<file path="config.mk">
export PLATFORM = sky130hd
export DESIGN_NAME = fpga_state_writer
export DESIGN_NICKNAME = d
export VERILOG_FILES = /design/src/rtl/fpga_state_pkg.sv /design/src/rtl/fpga_state_writer.sv
export SDC_FILE = /design/constraint.sdc
export NUM_CORES = 1
export LEC_CHECK = 0
export BUFFER_PORTS_ARGS = -buffer_cell sky130_fd_sc_hd__clkbuf_2
export CAP_MARGIN = 20
export CORE_ASPECT_RATIO = 1.5
export CORE_UTILIZATION = 56
export CTS_CLUSTER_DIAMETER = 80
export CTS_CLUSTER_SIZE = 12
export DETAILED_ROUTE_END_ITERATION = 8
export HOLD_SLACK_MARGIN = 0.15
export PLACE_DENSITY = 0.78
export SKIP_CTS_REPAIR_TIMING = 1
export SYNTH_ARGS = -nofsm -noshare
export SYNTH_HDL_FRONTEND = slang
export SYNTH_SLANG_ARGS = --single-unit
</file>
<file path="constraint.sdc">
create_clock -name CLK -period 4.8 [get_ports CLK]
set_input_delay 0.96 -clock CLK [delete_from_list [all_inputs] [get_ports CLK]]
set_output_delay 0.96 -clock CLK [all_outputs]
set_load 0.02 [all_outputs]
</file>
<file path="src/rtl/fpga_state_pkg.sv">
// Shared definitions for the FPGA runtime-state writer and the controller
// that reads the same BRAM region back over the CPU bus.
package fpga_state_pkg;

    typedef enum logic [2:0] {
        IDLE,
        REQ_WAIT,
        W0,
        W1,
        W2,
        W3,
        DONE
    } state_t;

    localparam int BIT_THERMO    = 0;
    localparam int BIT_FORCE_FAN = 1;
    localparam int BIT_OP_MODE   = 2;
    localparam int BIT_STM_GAIN  = 3;
    localparam int BIT_SYNC_DONE = 4;

    localparam logic [13:0] DEF_ADDR_FPGA_STATE = 14'h0000;
    localparam logic [13:0] DEF_ADDR_MOD_IDX    = 14'h0001;
    localparam logic [13:0] DEF_ADDR_STM_IDX    = 14'h0002;
    localparam logic [13:0] DEF_ADDR_SYNC_CNT   = 14'h0003;

    function automatic logic [15:0] pack_state(
        input logic thermo,
        input logic force_fan,
        input logic op_mode,
        input logic stm_gain,
        input logic sync_done
    );
        logic [15:0] w;
        w                = '0;
        w[BIT_THERMO]    = thermo;
        w[BIT_FORCE_FAN] = force_fan;
        w[BIT_OP_MODE]   = op_mode;
        w[BIT_STM_GAIN]  = stm_gain;
        w[BIT_SYNC_DONE] = sync_done;
        return w;
    endfunction

endpackage

</file>
<file path="src/rtl/fpga_state_writer.sv">
// Writes a four-word snapshot of FPGA runtime state into the controller BRAM
// over a shared port B, periodically and whenever the packed state changes.
module fpga_state_writer
    import fpga_state_pkg::*;
#(
    parameter int                    ADDR_WIDTH      = 14,
    parameter logic [ADDR_WIDTH-1:0] ADDR_FPGA_STATE = ADDR_WIDTH'(DEF_ADDR_FPGA_STATE),
    parameter logic [ADDR_WIDTH-1:0] ADDR_MOD_IDX    = ADDR_WIDTH'(DEF_ADDR_MOD_IDX),
    parameter logic [ADDR_WIDTH-1:0] ADDR_STM_IDX    = ADDR_WIDTH'(DEF_ADDR_STM_IDX),
    parameter logic [ADDR_WIDTH-1:0] ADDR_SYNC_CNT   = ADDR_WIDTH'(DEF_ADDR_SYNC_CNT),
    parameter int                    UPDATE_PERIOD   = 256
) (
    input  logic                  CLK,
    input  logic                  RST,
    input  logic                  THERMO,
    input  logic                  FORCE_FAN,
    input  logic                  OP_MODE,
    input  logic                  STM_GAIN_MODE,
    input  logic                  SYNC_SET,
    input  logic [15:0]           MOD_IDX,
    input  logic [15:0]           STM_IDX,
    output logic                  REQ,
    input  logic                  GNT,
    output logic                  BRAM_EN,
    output logic                  BRAM_WE,
    output logic [ADDR_WIDTH-1:0] BRAM_ADDR,
    output logic [15:0]           BRAM_DIN
);

    localparam int PW = $clog2(UPDATE_PERIOD);

    state_t                state;
    logic [PW-1:0]         period_cnt;
    logic [15:0]           sync_cnt;
    logic                  sync_done;
    logic                  pending;
    logic [15:0]           prev_word;
    logic [15:0]           snap_mod;
    logic [15:0]           snap_stm;
    logic [15:0]           snap_sync;
    logic                  req_q;
    logic                  en_q;
    logic [ADDR_WIDTH-1:0] addr_q;
    logic [15:0]           din_q;

    logic [15:0] state_word;
    logic [15:0] sync_next;
    logic        wrap;
    logic        trigger;
    logic        writing;

    assign state_word = pack_state(THERMO, FORCE_FAN, OP_MODE,
                                   STM_GAIN_MODE, sync_done);
    assign sync_next  = sync_cnt + 16'(SYNC_SET);
    assign wrap       = period_cnt == PW'(UPDATE_PERIOD - 1);
    assign trigger    = wrap | (state_word != prev_word);
    assign writing    = state inside {W0, W1, W2, W3};

    always_ff @(posedge CLK or posedge RST) begin
        if (RST) begin
            state      <= IDLE;
            period_cnt <= '0;
            sync_cnt   <= '0;
            sync_done  <= 1'b0;
            pending    <= 1'b0;
            prev_word  <= '0;
            snap_mod   <= '0;
            snap_stm   <= '0;
            snap_sync  <= '0;
            req_q      <= 1'b0;
            en_q       <= 1'b0;
            addr_q     <= '0;
            din_q      <= '0;
        end else begin
            prev_word  <= state_word;
            period_cnt <= wrap ? '0 : period_cnt + 1'b1;
            sync_cnt   <= sync_next;
            pending    <= pending | trigger;
            if (SYNC_SET) sync_done <= 1'b1;

            // Losing the grant mid-burst abandons it; the next grant resnaps.
            if (writing && !GNT) begin
                state  <= REQ_WAIT;
                en_q   <= 1'b0;
                addr_q <= '0;
                din_q  <= '0;
            end else begin
                case (state)
                    IDLE: begin
                        if (pending) begin
                            state   <= REQ_WAIT;
                            req_q   <= 1'b1;
                            pending <= trigger;
                        end
                    end
                    REQ_WAIT: begin
                        if (GNT) begin
                            snap_mod  <= MOD_IDX;
                            snap_stm  <= STM_IDX;
                            snap_sync <= sync_next;
                            state     <= W0;
                            en_q      <= 1'b1;
                            addr_q    <= ADDR_FPGA_STATE;
                            din_q     <= state_word;
                        end
                    end
                    W0: begin
                        state  <= W1;
                        addr_q <= ADDR_MOD_IDX;
                        din_q  <= snap_mod;
                    end
                    W1: begin
                        state  <= W2;
                        addr_q <= ADDR_STM_IDX;
                        din_q  <= snap_stm;
                    end
                    W2: begin
                        state  <= W3;
                        addr_q <= ADDR_SYNC_CNT;
                        din_q  <= snap_sync;
                    end
                    W3: begin
                        state  <= DONE;
                        req_q  <= 1'b0;
                        en_q   <= 1'b0;
                        addr_q <= '0;
                        din_q  <= '0;
                    end
                    default: state <= IDLE;
                endcase
            end
        end
    end

    assign REQ       = req_q;
    assign BRAM_EN   = en_q & GNT;
    assign BRAM_WE   = en_q & GNT;
    assign BRAM_ADDR = BRAM_EN ? addr_q : '0;
    assign BRAM_DIN  = BRAM_EN ? din_q : '0;

endmodule

</file>
==> results of run 1 <==
## cell usage after synthesis, types with 2 or more instances
cell and n:
inv_1 7, nand3_1 5, nand2b_1 2, ha_1 3, and3_1 22, xor2_2 2, xnor2_1 12, or2_2 2
o21ai_0 18, and2_1 3, nor4_1 2, buf_2 16, and4_1 2, nand4_1 2, o22ai_1 6, buf_4 14
nand2_1 146, xor2_1 9, mux2i_1 16, dfrtp_1 102, nor2_1 31, a21oi_1 17, mux2_2 7, nand3b_1 2
clkbuf_1 7, mux2_1 2, a221oi_1 3
## logic make-up (layout without fill, tap and decap cells)
logic type	count (synthesis)	count (layout)	share of synthesized area, %
simple gates	229	229	22.1
flops	102	102	54.8
compound gates	51	51	6.39
buf+inv	46	86	5.29
mux	25	25	5.61
xor+xnor	24	24	4.99
fa+ha+maj	3	3	0.805
other cells	1	12	0.0804
## final cells by class
cell class	count	area [µm²]	area share, %
clock inverters	5	42.5	0.813
multi-input cells	344	1910	36.5
flip-flops and latches	102	2550	48.8
clock buffers	11	243	4.64
well taps	105	131	2.51
repair buffers	63	323	6.17
inverters	7	28.8	0.550
## sequential cells by signal, indices dropped and copies added, names as in the netlist, 2 cells and up
| name | cells |
|---|---|
| snap_sync | 16 |
| addr_q | 2 |
| period_cnt | 8 |
| snap_stm | 16 |
| din_q | 16 |
| state | 3 |
| snap_mod | 16 |
| sync_cnt | 16 |
| prev_word | 5 |
## worst paths after layout
path                                       to  slack [ns]  depth (start not counted)
worst max-delay path             BRAM_DIN[12]        2.03                          3
worst min-delay path             prev_word[4]        0.44                          0
worst max register to register      din_q[14]        2.34                          5
worst min register to register   prev_word[4]        0.44                          0
max in group asynchronous            din_q[6]        3.07                          3
min in group asynchronous       period_cnt[1]        0.75                          2
## power by group through the flow
stage	logic (mW)	registers [mW]	clock network [mW]
after floorplan	0.410	1.14	0
after global placement	0.473	1.18	0
after detailed placement	0.496	1.19	0
after CTS	0.504	1.18	0.700
after global routing	0.569	1.21	0.739
final	0.501	1.18	0.696
## worst reg2reg max path: stages, from the launching register on
cell      delay, ns
dfrtp_1        0.64
nand2b_1       0.64
nand2_1        0.17
nor2_1         0.57
a221oi_1       0.24
nor2_1         0.14
## cell usage in the layout (no fill, tap or decap), types with 3 or more instances in the layout
master / instances
a221oi_1: 3
buf_4: 3
and2_1: 3
nand2_1: 146
nand3_1: 5
ha_1: 3
inv_1: 6
clkinvlp_4: 3
xnor2_1: 12
mux2_2: 7
dfrtp_1: 102
clkbuf_16: 9
o21ai_0: 18
clkbuf_2: 60
a21oi_1: 17
nor2_1: 31
mux2i_1: 16
o22ai_1: 6
xor2_1: 9
and3_1: 22
conb_1: 12
## layer usage
metal | global-route usage (%) | up-vias | routed length [µm]
met3 | 4.72 | 18 | 418
li1 | - | 1642 | -
met4 | 10.4 | 0 | 265
met5 | 0 | - | 0
met2 | 41.0 | 85 | 5090
met1 | 30.2 | 1691 | 3980
## stage by stage
step                      setup slack, ns  utilization (%)  cell area, µm²  hold WS, ns  cells
after floorplan                      1.16                -            4700        0.406    492
after global placement               1.91             61.4            4940        0.434    621
final                                2.03             64.9            5230        0.445    637
after detailed placement             1.74             61.4            4940        0.434    621
after CTS                            2.05             64.9            5230        0.443    637
after global routing                 1.78             64.9            5230        0.466    637
==> out/results.txt, run 1 <==
Die Y -> 114 µm
Async SR Flop Fraction -> 100%
Post-Syn Area -> 4660 µm²
skew final -> 0.00536 ns
max frequency -> 361 MHz
Crit path max-delay family -> buffers and inverters
Ys Warns -> 0
first-pass GRT wire length -> 16,200 µm
CP max stage cell -> clkbuf_2
core area -> 8060 µm²
switching power -> 0.775 mW
wire length per cell -> 15.3 µm
initial core utilization -> 57.9%
hpwl dp -> 6470 µm
antenna cells -> 0
Setup Crit Path Kind -> in2out
CTS Sinks -> 102
Final Power -> 2.38 mW
Clock Path Buffers -> 2
Vias per Instance -> 5.39
final-report hold violation count -> 0
Slew headroom -> 35.6%
Setup TNS Final -> 0 ns
final net count -> 570
most used cell, CP -> clkbuf_2
initial antenna violation count -> 0
Worst Path Required -> 3.84 ns
status -> complete, no violations
Seq/Total Area, Yosys -> 54.8%
Final setup viols -> 0
vias in the first global route -> 3,429
Flop pwr share -> 49.7%
Seq cells post-synth -> 102
worst setup path startpoint -> GNT
kind of end point of the critical path -> primary output
startpoint types -> primary input
worst path bufs/invs -> 2
Pint -> 1.61 mW
period utilisation layout -> 57.7%
IO buf count -> 60
CTS tree -> built
clock group share of total power -> 29.2%
drt first pass iters -> 4
root buffer cell -> clkbuf_16
switching part of the total -> 32.5%
GP Congestion -> 0.820
Post-synth EDFFs -> 0
min Tclk post-route -> 2.77 ns
Leakage -> 2.75 nW
GRT Util Overall -> 24.2%
Die X -> 76.5 µm
Yosys top cell by area -> dfrtp_1
worst-path cell chain -> clkbuf_2 -> and3_1 -> clkbuf_2
ANT nets after route -> 0
via count -> 3,436
Worst-Margin Slew -> 0.961 ns
max_cap viols -> 0
crit-path max cell delay -> 0.41 ns
Mapped Avg Cell Area -> 9.69 µm²
worst min path class -> reg2reg
total grt overflow -> 0
clock latency on the worst-skew pair -> 0.34 ns
io pins -> 73
combinational share of power -> 21.0%
min-delay src -> sync_done
largest net degree at the start of global routing -> 68
Synth Instances -> 481
Max IR drop VDD -> 0.000317 V
PD cells -> 455 nW/µm²
worst reg2reg path startpoint -> state[2]
DR iter-0 viols -> 293
layout overhead on the synthesized area -> 12.2%
critical path arrival -> 1.81 ns
total CTS buffers -> 9
fill count -> 657
worst-path maximum fanout -> 32
Residual DRC -> 0
Netlist cell types -> 48
RSZ-0062 raised after global routing -> no
layout cell share with drive strength beyond 1 -> 18.6%
Reg clk slew, reported paths -> 0.07 ns
largest cells by area after synthesis -> dfrtp_1 (55%), nand2_1 (12%), mux2i_1 (3.4%), and3_1 (3.0%), nor2_1 (2.5%)
Die ar. -> 8700 µm²
FP Rows -> 40
Primary FF master, synth -> dfrtp_1
Slew Viols, Final -> 0
final WL -> 9760 µm
Yosys top cell area share -> 54.8%
# H-tree levels -> 3
(Power assumes the default switching activity.)
==> run 2: changes to the inputs <==
--- a/config.mk
+++ b/config.mk
@@ -5,15 +5,16 @@
 export SDC_FILE = /design/constraint.sdc
 export NUM_CORES = 1
 export LEC_CHECK = 0
+export ABC_AREA = 1
 export BUFFER_PORTS_ARGS = -buffer_cell sky130_fd_sc_hd__clkbuf_2
 export CAP_MARGIN = 20
 export CORE_ASPECT_RATIO = 1.5
-export CORE_UTILIZATION = 56
+export CORE_UTILIZATION = 51
 export CTS_CLUSTER_DIAMETER = 80
 export CTS_CLUSTER_SIZE = 12
 export DETAILED_ROUTE_END_ITERATION = 8
 export HOLD_SLACK_MARGIN = 0.15
-export PLACE_DENSITY = 0.78
+export PLACE_DENSITY = 0.75
 export SKIP_CTS_REPAIR_TIMING = 1
 export SYNTH_ARGS = -nofsm -noshare
 export SYNTH_HDL_FRONTEND = slang
==> constraint.sdc (replaced) <==
create_clock -name CLK -period 2.45 [get_ports CLK]
set_input_delay 0.49 -clock CLK [delete_from_list [all_inputs] [get_ports CLK]]
set_output_delay 0.49 -clock CLK [all_outputs]
set_load 0.02 [all_outputs]
==> run 2 against run 1 <==
  * Die area rose by 11%
  * Final cell count rose by 20%
  * Synthesized area rose by 1.7%
  * Largest cell class unchanged
  * Critical endpoint unchanged
  * Largest power group unchanged
  * Hold slack got worse by 0.18 ns
==> out/results.txt, run 2 <==
status -> complete, no violations
Synth Instances -> 595 (+24%)
worst min path class -> in2async
total CTS buffers -> 9 (unchanged)
final WL -> 9900 µm (+1.4%)
Seq/Total Area, Yosys -> 53.8% (-0.92 points)
top-count cell post-synth -> nand2_1
ANT nets after route -> 0 (unchanged)
# H-tree levels -> 3 (unchanged)
Worst Path Required -> 1.96 ns (-1.88 ns)
Setup TNS Final -> 0 ns (unchanged)
final-report hold violation count -> 0 (unchanged)
drt first pass iters -> 4 (unchanged)
Seq cells post-synth -> 102 (unchanged)
CP max stage cell -> nand2_1
Ys Warns -> 0 (unchanged)
FP Rows -> 42 (+5.0%)
Yosys top cell area share -> 53.8% (-0.92 points)
Die Y -> 120 µm (+5.6%)
most frequent cells after synthesis -> nand2_1 (252), dfrtp_1 (102), inv_1 (55), nor2_1 (41), nand3_1 (38)
largest net degree at the start of global routing -> 103 (+51%)
Residual DRC -> 0 (unchanged)
GP Congestion -> 0.872 (+6.4%)
CTS tree -> built
Slew headroom -> 58.3% (+23 points)
R2R cell count -> 8 (+3)
FF/Latch Area -> 2550 µm² (unchanged)
min Tclk post-route -> 2.06 ns
largest cells by area after synthesis -> dfrtp_1 (54%), nand2_1 (20%), inv_1 (4.4%), nand3_1 (4.0%), nor2_1 (3.2%)
worst-path cell chain -> nand2_1 -> nor2_1 -> clkbuf_2
clock latency on the worst-skew pair -> 0.34 ns (about the same)
area occupied by multi-input gates -> 1840 µm² (-3.7%)
layout overhead on the synthesized area -> 13.6%
Clock Path Buffers -> 2 (unchanged)
Slew Viols, Final -> 0 (unchanged)
Async SR Flop Fraction -> 100% (unchanged)
Primary FF master, synth -> dfrtp_1
total grt overflow -> 0 (unchanged)
Setup Crit Path Kind -> reg2out
Design Area, Final -> 5390 µm² (+3.0%)
Die ar. -> 9700 µm² (+11%)
fill count -> 829 (+26%)
PD cells -> 1070 nW/µm² (+140%)
initial antenna violation count -> 0 (unchanged)
layout cell share with drive strength beyond 1 -> 14.0% (-4.6 points)
Leakage -> 2.89 nW (+5.2%)
reg2reg end -> din_q[3]
hpwl dp -> 7050 µm (+9.0%)
Yosys top cell by area -> dfrtp_1
leading cell type in the layout, fill and taps excluded -> nand2_1
worst reg2reg path startpoint -> state[2]
root buffer cell -> clkbuf_16
setup slack, reg-to-reg -> 0.46 ns (-1.88 ns)
kind of end point of the critical path -> primary output
RSZ-0062 raised after global routing -> no
CTS Sinks -> 102 (unchanged)
IO buf count -> 60 (unchanged)
worst-path maximum fanout -> 19 (-41%)
Final setup viols -> 0 (unchanged)
worst path bufs/invs -> 1 (-1)
max frequency -> 485 MHz
GRT Util Overall -> 22.9% (-1.3 points)
Max IR drop VDD -> 0.000670 V (+110%)
Worst-Margin Slew -> 0.625 ns (-0.337 ns)
wire length per cell -> 12.9 µm (-16%)
crit-path max cell delay -> 0.37 ns (-0.04 ns)
Vias per Instance -> 5.01 (-7.1%)
critical path arrival -> 1.57 ns (-0.24 ns)
leading cell types in the layout, fill and taps excluded -> nand2_1 (252), dfrtp_1 (102), clkbuf_2 (60)
Mapped Avg Cell Area -> 7.97 µm² (-18%)
antenna cells -> 0 (unchanged)
period utilisation layout -> 84.2%
final net count -> 695 (+22%)
Post-Syn Area -> 4740 µm² (+1.7%)
io pins -> 73 (unchanged)
startpoint types -> flip-flop
Reg clk slew, reported paths -> 0.06 ns (about the same)
Worst path depth -> 3 (unchanged)
skew final -> 0.00462 ns (-0.000742 ns)
DR iter-0 viols -> 255 (-13%)
max_cap viols -> 0 (unchanged)
Crit path max-delay family -> simple AND/OR/NAND/NOR gates
via count -> 3,834 (+12%)
first-pass GRT wire length -> 16,900 µm (+4.3%)
Die X -> 80.7 µm (+5.5%)
vias in the first global route -> 3,656 (+6.6%)
Post-synth EDFFs -> 0 (unchanged)
placement-stage cell area -> 5110 µm² (+3.3%)
initial core utilization -> 53.1% (-4.8 points)
Netlist cell types -> 27 (-44%)
core area -> 8930 µm² (+11%)
## run 2: cell types whose count changed in the layout (fill, tap and decap cells not counted), sizes merged, moves of 7 or more
cell	change
a21oi	-15
and3	-22
inv	+47
mux2	-9
mux2i	-16
nand2	+108
nand3	+33
nand4	+11
nor2	+11
o21ai	+7
xnor2	-9
## run 2: worst max-delay path by stage
stage / startpoint / endpoint / slack, ns
2_1_floorplan: GNT / BRAM_WE / 0.62
3_3_place_gp: GNT / BRAM_EN / 0.55
3_5_place_dp: GNT / BRAM_DIN[1] / 0.50
4_1_cts: en_q / BRAM_DIN[12] / 0.39
5_1_grt: en_q / BRAM_DIN[12] / 0.27
6_report: en_q / BRAM_DIN[12] / 0.39
## run 2: final cells by class
type	instances	area share [%]
sequential	102	47.4
clock inverter	1	0.0929
inverter	57	4.04
multi-input combinational	417	34.2
tap	110	2.56
clock buffer	13	5.02
timing repair buffer	65	6.74
## run 2: logic make-up (layout without fill, tap and decap cells)
kind of cell | Yosys count | after routing | synth area share [%]
compound gates | 30 | 30 | 3.32
xor+xnor | 13 | 13 | 2.40
fa+ha+maj | 3 | 3 | 0.792
buf+inv | 87 | 136 | 8.39
flops | 102 | 102 | 53.8
other cells | 1 | 12 | 0.0791
simple gates | 359 | 359 | 31.2
## run 2: worst register-to-register path, cell delays in order, from the launching register on
cell     delay (ns)
dfrtp_1        0.62
inv_1          0.21
nand2_1        0.22
nand3_2        0.14
nand2_2        0.26
inv_1          0.13
nor2_2         0.20
nand2_1        0.10
nand2_1        0.06
## run 2: where the power goes
part	switching (mW)	leakage [nW]	internal, mW
Clock	0.568	0.138	0.759
Combinational	1.27	1.48	0.623
Sequential	0.331	1.28	2.22
## run 2: per-stage QoR
| stage | hold slack [ns] | setup WS (ns) | instances | util, % | total power, mW |
|---|---|---|---|---|---|
| 2_1_floorplan | 0.406 | 0.619 | 606 | - | 3.97 |
| 4_1_cts | 0.289 | 0.385 | 765 | 60.3 | 5.81 |
| 3_5_place_dp | 0.452 | 0.504 | 751 | 57.2 | 4.46 |
| 5_1_grt | 0.286 | 0.272 | 765 | 60.3 | 6.22 |
| 6_report | 0.264 | 0.388 | 765 | 60.3 | 5.77 |
| 3_3_place_gp | 0.454 | 0.547 | 751 | 57.2 | 4.39 |
## run 2: layer usage
metal	up-vias	global-route usage (%)	part of all wire (%)
met4	0	8.59	2.3
li1	1916	-	-
met2	82	37.1	50
met1	1818	29.6	44
met3	18	5.10	3.4
met5	-	0	0
